## src/rtl/matrix_key_scan.sv

```systemverilog
// 4x4 active-low key matrix scanner with frame-level debounce.
// Reports single key presses as {row,col} with a one-cycle strobe.
module matrix_key_scan #(
  parameter int SCAN_DIV        = 50000,
  parameter int DEBOUNCE_FRAMES = 2
) (
  input  logic       clk,
  input  logic       rst,
  output logic [3:0] KEY_COL,
  input  logic [3:0] KEY_ROW,
  output logic [3:0] key_code,
  output logic       key_valid,
  output logic       key_down
);

  localparam int DW = (SCAN_DIV > 1) ? $clog2(SCAN_DIV) : 1;
  localparam logic [DW-1:0] DIV_MAX = DW'(SCAN_DIV - 1);
  localparam logic [3:0] DB_MAX = 4'(DEBOUNCE_FRAMES);
  // bit 4 set means "no key"; bits 3:0 hold {row,col}
  localparam logic [4:0] NONE = 5'h10;

  logic [DW-1:0] div;
  logic [1:0]    col;
  logic [3:0]    row_s1;
  logic [3:0]    row_s2;
  logic [15:0]   fmap;
  logic [4:0]    cand;
  logic [4:0]    stable;
  logic [3:0]    cnt;

  logic          tick;
  logic          frame_end;
  logic [3:0]    pressed;
  logic [15:0]   map_full;
  logic [4:0]    ones;
  logic [3:0]    one_idx;
  logic          multi;
  logic [4:0]    fcand;
  logic [3:0]    cnt_n;
  logic          accept;

  assign tick      = (div == DIV_MAX);
  assign frame_end = tick && (col == 2'd3);
  assign pressed   = ~row_s2;

  // map is indexed col*4+row
  always_comb begin
    map_full = fmap | (16'(pressed) << {col, 2'b00});
  end

  always_comb begin
    ones    = '0;
    one_idx = '0;
    for (int i = 0; i < 16; i++) begin
      if (map_full[i]) begin
        ones    = ones + 5'd1;
        one_idx = 4'(i);
      end
    end
  end

  always_comb begin
    multi = (ones > 5'd1);
    fcand = NONE;
    if (ones == 5'd1)
      fcand = {1'b0, one_idx[1:0], one_idx[3:2]};
  end

  always_comb begin
    cnt_n = 4'd1;
    if (fcand == cand)
      cnt_n = (cnt >= DB_MAX) ? DB_MAX : cnt + 4'd1;
    accept = frame_end && !multi &&
             (cnt_n == DB_MAX) && (fcand != stable);
  end

  always_ff @(posedge clk) begin
    if (rst) begin
      row_s1 <= 4'b1111;
      row_s2 <= 4'b1111;
    end else begin
      row_s1 <= KEY_ROW;
      row_s2 <= row_s1;
    end
  end

  always_ff @(posedge clk) begin
    if (rst) begin
      div     <= '0;
      col     <= '0;
      KEY_COL <= 4'b1110;
      fmap    <= '0;
    end else begin
      div <= tick ? '0 : div + 1'b1;
      if (tick) begin
        col     <= col + 2'd1;
        KEY_COL <= ~(4'b0001 << (col + 2'd1));
        fmap    <= frame_end ? '0 : map_full;
      end
    end
  end

  always_ff @(posedge clk) begin
    if (rst) begin
      cand   <= NONE;
      stable <= NONE;
      cnt    <= '0;
    end else if (frame_end && !multi) begin
      cand <= fcand;
      cnt  <= cnt_n;
      if (accept)
        stable <= fcand;
    end
  end

  always_ff @(posedge clk) begin
    if (rst) begin
      key_code  <= '0;
      key_valid <= 1'b0;
      key_down  <= 1'b0;
    end else begin
      key_valid <= 1'b0;
      if (accept) begin
        if (fcand[4]) begin
          key_down <= 1'b0;
        end else begin
          key_code  <= fcand[3:0];
          key_valid <= 1'b1;
          key_down  <= 1'b1;
        end
      end
    end
  end

endmodule

```

## config.mk

```make
export PLATFORM = sky130hd
export DESIGN_NAME = matrix_key_scan
export DESIGN_NICKNAME = d
export VERILOG_FILES = /design/src/rtl/matrix_key_scan.sv
export SDC_FILE = /design/constraint.sdc
export NUM_CORES = 1
export LEC_CHECK = 0
export ABC_AREA = 1
export BUFFER_PORTS_ARGS = -buffer_cell sky130_fd_sc_hd__buf_2
export CAP_MARGIN = 10
export CORE_MARGIN = 3
export CORE_UTILIZATION = 57
export CTS_BUF_LIST = sky130_fd_sc_hd__clkbuf_16
export DETAILED_ROUTE_END_ITERATION = 6
export PLACE_DENSITY = 0.74
export SKIP_CTS_REPAIR_TIMING = 1
export SLEW_MARGIN = 20
export SYNTH_ARGS = -nofsm -noshare
export SYNTH_HDL_FRONTEND = slang
export SYNTH_SLANG_ARGS = --single-unit
```

## constraint.sdc

```tcl
create_clock -name clk -period 28.4 [get_ports clk]
set_input_delay 2.84 -clock clk [delete_from_list [all_inputs] [get_ports clk]]
set_output_delay 2.84 -clock clk [all_outputs]
set_load 0.005 [all_outputs]
```

# Yosys cells after proc, flatten, opt, wreduce, memory -nomap -nowiden
# Cells that the tools add are included.
dict set report totals {
  regBits 66
  wordCells 90
}
dict set report classes {
  add_sub_neg 18
  magnitude_cmp 2
  eq_ne 6
  shift 2
  muxes 36
  bitwise_logic 5
  reduce_logical 9
}
# cell n
set op_table {}
lappend op_table {{$mux 5} 16}
lappend op_table {{$add 5x1->5 const B} 15}
lappend op_table {{$mux 4} 16}
lappend op_table {{$add 16x1->16 const B} 1}
lappend op_table {{$eq 16x16->1 const B} 1}
lappend op_table {{$mux 16} 1}
lappend op_table {{$or 16x16->16} 1}
lappend op_table {{$shl 4x4->16} 1}
lappend op_table {{$not 4->4} 2}
lappend op_table {{$eq 5x1->1 const B} 1}
lappend op_table {{$eq 5x5->1} 1}
lappend op_table {{$gt 5x1->1 const B} 1}
lappend op_table {{$ne 5x5->1} 1}
lappend op_table {{$add 4x1->4 const B} 1}
lappend op_table {{$eq 4x2->1 const B} 1}
lappend op_table {{$ge 4x2->1 const B} 1}
lappend op_table {{$logic_and 1x1->1} 4}
lappend op_table {{$reduce_and 2->1} 2}
lappend op_table {{$reduce_or 2->1} 2}
lappend op_table {{$shl 1x2->4 const A} 1}
lappend op_table {{$mux 1} 3}
lappend op_table {{$add 2x1->2 const B} 1}
lappend op_table {{$eq 2x2->1 const B} 1}
lappend op_table {{$not 1->1} 2}
lappend op_table {{$logic_not 1->1} 1}

# Depth between registers and ports, before layout
# Gate-level depths: netlist (run 1).
dict set report logic_depth {
  ltp_word 43
  ltp_mapped 71
  depth_no_buf 70
}

# Worst setup path after synthesis (run 1)
# Ideal clock, no wire load.
dict set report synth_path {
  kind {register to register}
  startpoint {register col[0]}
  endpoint {register stable[4]}
  setup_ps 119
  arrival_ps 9617
  slack_ps 18664
  path_stages_with_launch 67
  n_path_buf 1
  cell_sequence {dfxtp_1 -> buf_6 -> inv_6 -> nand3_1 -> nand2_1 -> inv_1 -> ha_1 -> inv_1 -> nand3_1 -> nand2_1 -> inv_1 -> ha_1 -> nand2_1 -> nand2_1 -> ha_1 -> or2_1 -> nand2_1 -> inv_1 -> [... 31 more ...] -> ha_1 -> nor2_1 -> a31oi_1 -> ha_1 -> nand2_1 -> nand2_1 -> nor2_1 -> nand3_4 -> nor2_8 -> nand2_1 -> nand2_1 -> nand2_1 -> nor2_2 -> nand2_2 -> nor2_4 -> nand4_4 -> nor2_2 -> a21oi_1}
}
dict set report synth_via {
  elab_chain_len 41
  word_cells_on_any_way 62
  cone_classes {15 x add/sub; 1 x order compare; 5 x eq/ne; 1 x shift; 33 x mux; 1 x bitwise; 6 x reduce/logical}
}
# item line_no
set synth_rtl {}
lappend synth_rtl {{start: declaration} 23} ;# logic [1:0] col;
lappend synth_rtl {{start signal: assignment} 96} ;# col <= col + 2'd1;
lappend synth_rtl {{$shl 4x4->16} 48} ;# map_full = fmap | (16'(pressed) << {col, 2'b00});
lappend synth_rtl {{$or 16x16->16} 48}
lappend synth_rtl {{$mux 1} 55} ;# if (map_full[i]) begin
lappend synth_rtl {{$add 5x1->5} 56} ;# ones = ones + 5'd1;
lappend synth_rtl {{$mux 5} 55}
lappend synth_rtl {{$add 5x1->5} 56}
lappend synth_rtl {{$mux 5} 55}
lappend synth_rtl {{$add 5x1->5} 56}
lappend synth_rtl {{[... 25 more ...]} -}
lappend synth_rtl {{$eq 5x1->1} 65} ;# if (ones == 5'd1)
lappend synth_rtl {{$mux 5} 65}
lappend synth_rtl {{$eq 5x5->1} 71} ;# if (fcand == cand)
lappend synth_rtl {{$mux 4} 71}
lappend synth_rtl {{$eq 4x2->1} 74} ;# (cnt_n == DB_MAX) && (fcand != stable);
lappend synth_rtl {{$logic_and 1x1->1} 73} ;# accept = frame_end && !multi &&
lappend synth_rtl {{$logic_and 1x1->1} 74}
lappend synth_rtl {{$reduce_and 2->1 (no line)} -}
lappend synth_rtl {{end signal: assignment} 112} ;# stable <= fcand;
lappend synth_rtl {{end: declaration} 28} ;# logic [4:0] stable;
# Parallel ways exist; a longest one is shown, timed or not.
# A chain may end at the register's enable or synchronous reset.

# Worst setup path after layout (run 1)
dict set report layout_path {
  startpoint {register col[1]}
  endpoint {register stable[4]}
}
# The elaborated chain is that of the path after synthesis.

==> impl_metrics.toml, run 1 <==
[sta]
fin_tns_setup_ps = 0
finalHoldViolCount = 0
setup_viol_count_final = 0
min_period_over_period_pct = 38.42
worst_pin_slew_ps = 833.9
skew_ps = 6.177
rsz0062_at_grt = "no"
maxSlewViolCount = 0
period_minus_slack_ps = 10910
relSlewSlack_pct = 44.34
fmax_ghz = 0.09164
hold_slack_ps = 405.2
layout_setup_ws_ps = 17490

[synth]
synth_seq_cells = 66
ys_seq_area_share_pct = 27.12
syn_area_sq_mm = 0.004872
synth_nets = 815
synth.area.top_cells = "dfxtp_1 (27%), nand2_1 (18%), inv_1 (9.2%), nand3_1 (7.6%), a21oi_1 (5.5%)"
yosysUniqueCellTypes = 37
ys.flop_type = "dfxtp_1"
synthCells = 788
synthArstFlopShare_pct = 0
yosysTopAreaCell = "dfxtp_1"
synth_area_per_cell_sq_um = 6.183
synth_top_area_share_pct = 27.12
yosysWarnings = 0
synth_edf_count = 0

[final_layout]
layout_common_cells = "nand2_1 (238), inv_1 (122), nand3_1 (74)"
diodes = 0
seqCellArea_sq_mm = 0.001321
fin_nets = 830
drive_gt1_share_pct = 13.88
utilization_pct = 64.18
nFillCells = 774
multi_input_area_sq_mm = 0.003022
fin_area_sq_mm = 0.005300
instances_no_fill = 912
layout_commonest_cell = "nand2_1"
syn2layout_area_growth_pct = 8.783

[power]
leakage_nw = 2.669
p_comb_share_pct = 9.3
seq_power_share_pct = 43.4
powerDensity_mw_per_mm2 = 40.91
p_sw_uw = 50.62
finalPower_uw = 216.9
netSwitchingFraction_pct = 23.34
intPower_uw = 166.2
vdd_drop_max_mv = 0.04004
p_clk_share_pct = 47.4

[drt]
detail-route-antenna-nets = 0
vias_per_cell = 5.192
dr_total_vias = 4735
wl_per_cell_microns = 11.26
drtPass1Iterations = 6
drt_iter0_drc = 212
drcViolationCount = 0
drt_wl_total_mm = 10.27

[critical_path]
criticalPathCategory = "reg -> reg"
r2r_slack_ps = 17490
cpPeakStageDelay_ps = 590
reg2reg_to = "stable[4]"
path_common_cell = "nand2_1"
r2r_cells = 65
regToRegStartpoint = "col[1]"
crit_path_start_kind = "flop"
arrival_ps = 11120
crit_path_max_fanout = 19
slowest_stage = "dfxtp_1"
end_kind = "flop"
crit_required_ps = 28610

[floorplan]
die_y_microns = 98.46
coreArea_sq_mm = 0.008258
ios = 16
dieArea_sq_mm = 0.009693
start_util_pct = 59.00
rows = 33
die_w_microns = 98.46

[global_routing]
grt_usage_pct = 22.06
grt_overflow = 0
grt_max_degree = 28
antenna_found_initial = 0
grt_first_pass_wirelength_mm = 18.29
grt_pass1_vias = 4362

[clock_tree]
cts.path.max_buffers = 2
cts_buffers = 9
clk_pin_slew_ps = 50
cts_max_level = 3
cts_tree = "yes"
cts.sinks = 66
clock-root-buffer = "clkbuf_16"
clock_latency_ps = 320

[min_path]
hold_path_end = "row_s2[2]"
min_from = "row_s1[2]"
hold_class = "reg -> reg"
whs_path_depth = 1

[placement]
place_inst = 897
dp_hpwl_mm = 7.983
placed_area_sq_mm = 0.005024
io_buffers = 15
pre_cts_ws_ps = 17540
gp_congestion = 0.8661

[flow_run]
max-cap-violations = 0

[run_status]
outcome = "complete, no violations"
==> flip-flops by register name, indices dropped and copies added, names as in the netlist <==
| name | cells |
|---|---|
| key_down | 1 |
| stable | 5 |
| KEY_COL | 4 |
| key_code | 4 |
| row_s2 | 4 |
| row_s1 | 4 |
| cnt | 4 |
| key_valid | 1 |
| cand | 5 |
| col | 2 |
| fmap | 16 |
| div | 16 |
==> power groups by stage <==
| stage | registers (mW) | logic (mW) | clock network, mW |
|---|---|---|---|
| 2_1_floorplan | 0.0958 | 0.0166 | 0 |
| 3_3_place_gp | 0.0959 | 0.0192 | 0 |
| 3_5_place_dp | 0.0959 | 0.0201 | 0 |
| 4_1_cts | 0.0940 | 0.0202 | 0.104 |
| 5_1_grt | 0.0940 | 0.0232 | 0.109 |
| 6_report | 0.0940 | 0.0202 | 0.103 |
==> cells in the mapped netlist (3+ instances only) <==
cell	number
nor2_1	49
nor3_1	13
nor4_1	3
nand2_1	238
a21oi_1	54
nand4_1	9
nand3b_1	6
or2_2	16
nand2_2	31
nor2_4	3
ha_1	21
nor2_2	7
a31oi_1	6
inv_2	3
dfxtp_1	66
nand3_1	74
inv_1	120
nand3_2	16
clkbuf_1	7
o21ai_0	25
==> logic make-up after synthesis <==
group | count (synthesis) | share of synthesized area, %
adder cells (fa/ha/maj) | 21 | 5.393
AO/OA/AOI/OAI | 90 | 9.707
AND/OR/NAND/NOR | 474 | 46.74
flip-flops | 66 | 27.12
XOR/XNOR | 1 | 0.1798
buffers and inverters | 136 | 10.86
==> worst max path at each step <==
stage                 from        end  slack (ps)
floorplan           col[0]  stable[4]       18660
global placement    col[1]  stable[4]       17930
detailed placement  col[1]  stable[4]       17540
CTS                 col[1]  stable[4]       17480
global route        col[1]  stable[4]       16560
finish              col[1]  stable[4]       17490
==> worst max-delay path: cells and delay by family, from the launching register on <==
| family | cells | cell delay (ps) |
|---|---|---|
| AND/OR/NAND/NOR | 38 | 5110 |
| adder cells (fa/ha/maj) | 14 | 3860 |
| buffers and inverters | 10 | 710 |
| flip-flops | 1 | 590 |
| AO/OA/AOI/OAI | 3 | 510 |
==> routing by layer <==
layer	track usage [%]	part of all wire, %	wire length [microns]
met3	3.468	2.7	274
met4	7.773	1.7	172
met1	27.61	47	4834
met2	38.48	49	4988
met5	0	0	0
==> layout make-up <==
| type | instances | share of cell area, % |
|---|---|---|
| clock buffer | 9 | 4.249 |
| clock inverter | 6 | 0.9679 |
| inverter | 125 | 8.947 |
| multi-input combinational | 586 | 57.01 |
| sequential | 66 | 24.93 |
| tap | 105 | 2.479 |
| timing repair buffer | 15 | 1.416 |
Power figures use the tool's default switching activity.
==> run 2, diff against run 1 <==
clock period = 10.2 ns   (was 28.4 ns; I/O delays follow)
==> impl_metrics.toml, run 2 (same netlist as run 1, synthesis figures left out) <==
[run_status]
outcome = "complete, no violations"

[floorplan]
die_w_microns = 98.46
dieArea_sq_mm = 0.009693
die_y_microns = 98.46
coreArea_sq_mm = 0.008258
ios = 16
rows = 33
start_util_pct = 59.00

[global_routing]
grt_first_pass_wirelength_mm = 18.62
grt_overflow = 0
antenna_found_initial = 0
grt_usage_pct = 22.33
grt_max_degree = 28
grt_pass1_vias = 4462

[critical_path]
crit_path_max_fanout = 7
arrival_ps = 9910
slowest_stage = "dfxtp_1"
worst-path-buf-inv = 10
end_kind = "flop"
criticalPathCategory = "reg -> reg"
path_common_cell = "nand2_2"
cp_top_family = "simple AND/OR/NAND/NOR gates"
cpPeakStageDelay_ps = 310
crit_path_start_kind = "flop"
crit_required_ps = 10390

[sta]
relSlewSlack_pct = 45.93
finalHoldViolCount = 0
min_period_over_period_pct = 95.35
hold_slack_ps = 408.7
worst_pin_slew_ps = 810.1
period_minus_slack_ps = 9726
skew_ps = 6.900
setup_viol_count_final = 0
maxSlewViolCount = 0
fin_tns_setup_ps = 0
fmax_ghz = 0.1028

[drt]
dr_total_vias = 4878
vias_per_cell = 5.217
wl_per_cell_microns = 11.76
drt_wl_total_mm = 11.00
drtPass1Iterations = 5
drcViolationCount = 0
drt_iter0_drc = 215
detail-route-antenna-nets = 0

[clock_tree]
clk_pin_slew_ps = 50
cts.sinks = 66
cts_buffers = 9
clock_latency_ps = 320
cts_max_level = 3
clock-root-buffer = "clkbuf_16"
cts_tree = "yes"
cts.path.max_buffers = 2

[final_layout]
nFillCells = 724
multi_input_area_sq_mm = 0.003198
syn2layout_area_growth_pct = 15.33
drive_gt1_share_pct = 20.60
diodes = 0
largest_registers = "div x16, fmap x16"
seqCellArea_sq_mm = 0.001323
fin_nets = 853
layout_common_cells = "nand2_1 (217), inv_1 (118), nand3_1 (71)"
layout_commonest_cell = "nand2_1"

[flow_run]
max-cap-violations = 0

[placement]
gp_congestion = 0.8400
dp_hpwl_mm = 8.012
io_buffers = 15

[power]
leakage_nw = 2.784
powerDensity_mw_per_mm2 = 105.4
vdd_drop_max_mv = 0.1227

[min_path]
hold_class = "reg -> reg"
-- run 2: power breakdown --
group / switching [mW] / internal (mW)
Sequential: 0.00129 / 0.261
Clock: 0.101 / 0.159
Combinational: 0.0441 / 0.0264
-- run 2: worst paths after layout --
kind | startpoint | to | slack, ps | cells after the start
max reg2reg | col[1] | key_code[3] | 470 | 65
min | row_s1[3] | row_s2[3] | 410 | 1
min reg2reg | row_s1[3] | row_s2[3] | 410 | 1
max | col[1] | key_code[3] | 470 | 65
-- run 2: stage by stage --
step	std cells	instance area [sq um]	power (mW)	setup WS [ps]	utilization, %
after CTS	919	5329	0.5835	-356.9	64.53
after global routing	935	5619	0.6180	-47.01	68.05
final	935	5619	0.5925	474.4	68.05
after detailed placement	904	5076	0.3237	-281.1	61.47
after floorplan	788	4872	0.3130	464.4	-
after global placement	904	5076	0.3211	110.8	61.47
-- run 2: cell type report --
| cell class | count | area share, % |
|---|---|---|
| Clock buffer | 9 | 4.008 |
| Clock inverter | 6 | 0.4899 |
| Inverter | 125 | 8.439 |
| Multi-Input combinational cell | 587 | 56.91 |
| Sequential cell | 66 | 23.54 |
| Tap cell | 105 | 2.338 |
| Timing Repair Buffer | 37 | 4.275 |
-- run 2: layer usage --
metal / vias up / share of wire, % / GRT usage, %
li1: 2594 / - / -
met1: 2178 / 45 / 28.31
met2: 92 / 50 / 39.05
met3: 14 / 3.4 / 3.397
met4: 0 / 1.5 / 6.933
met5: - / 0 / 0
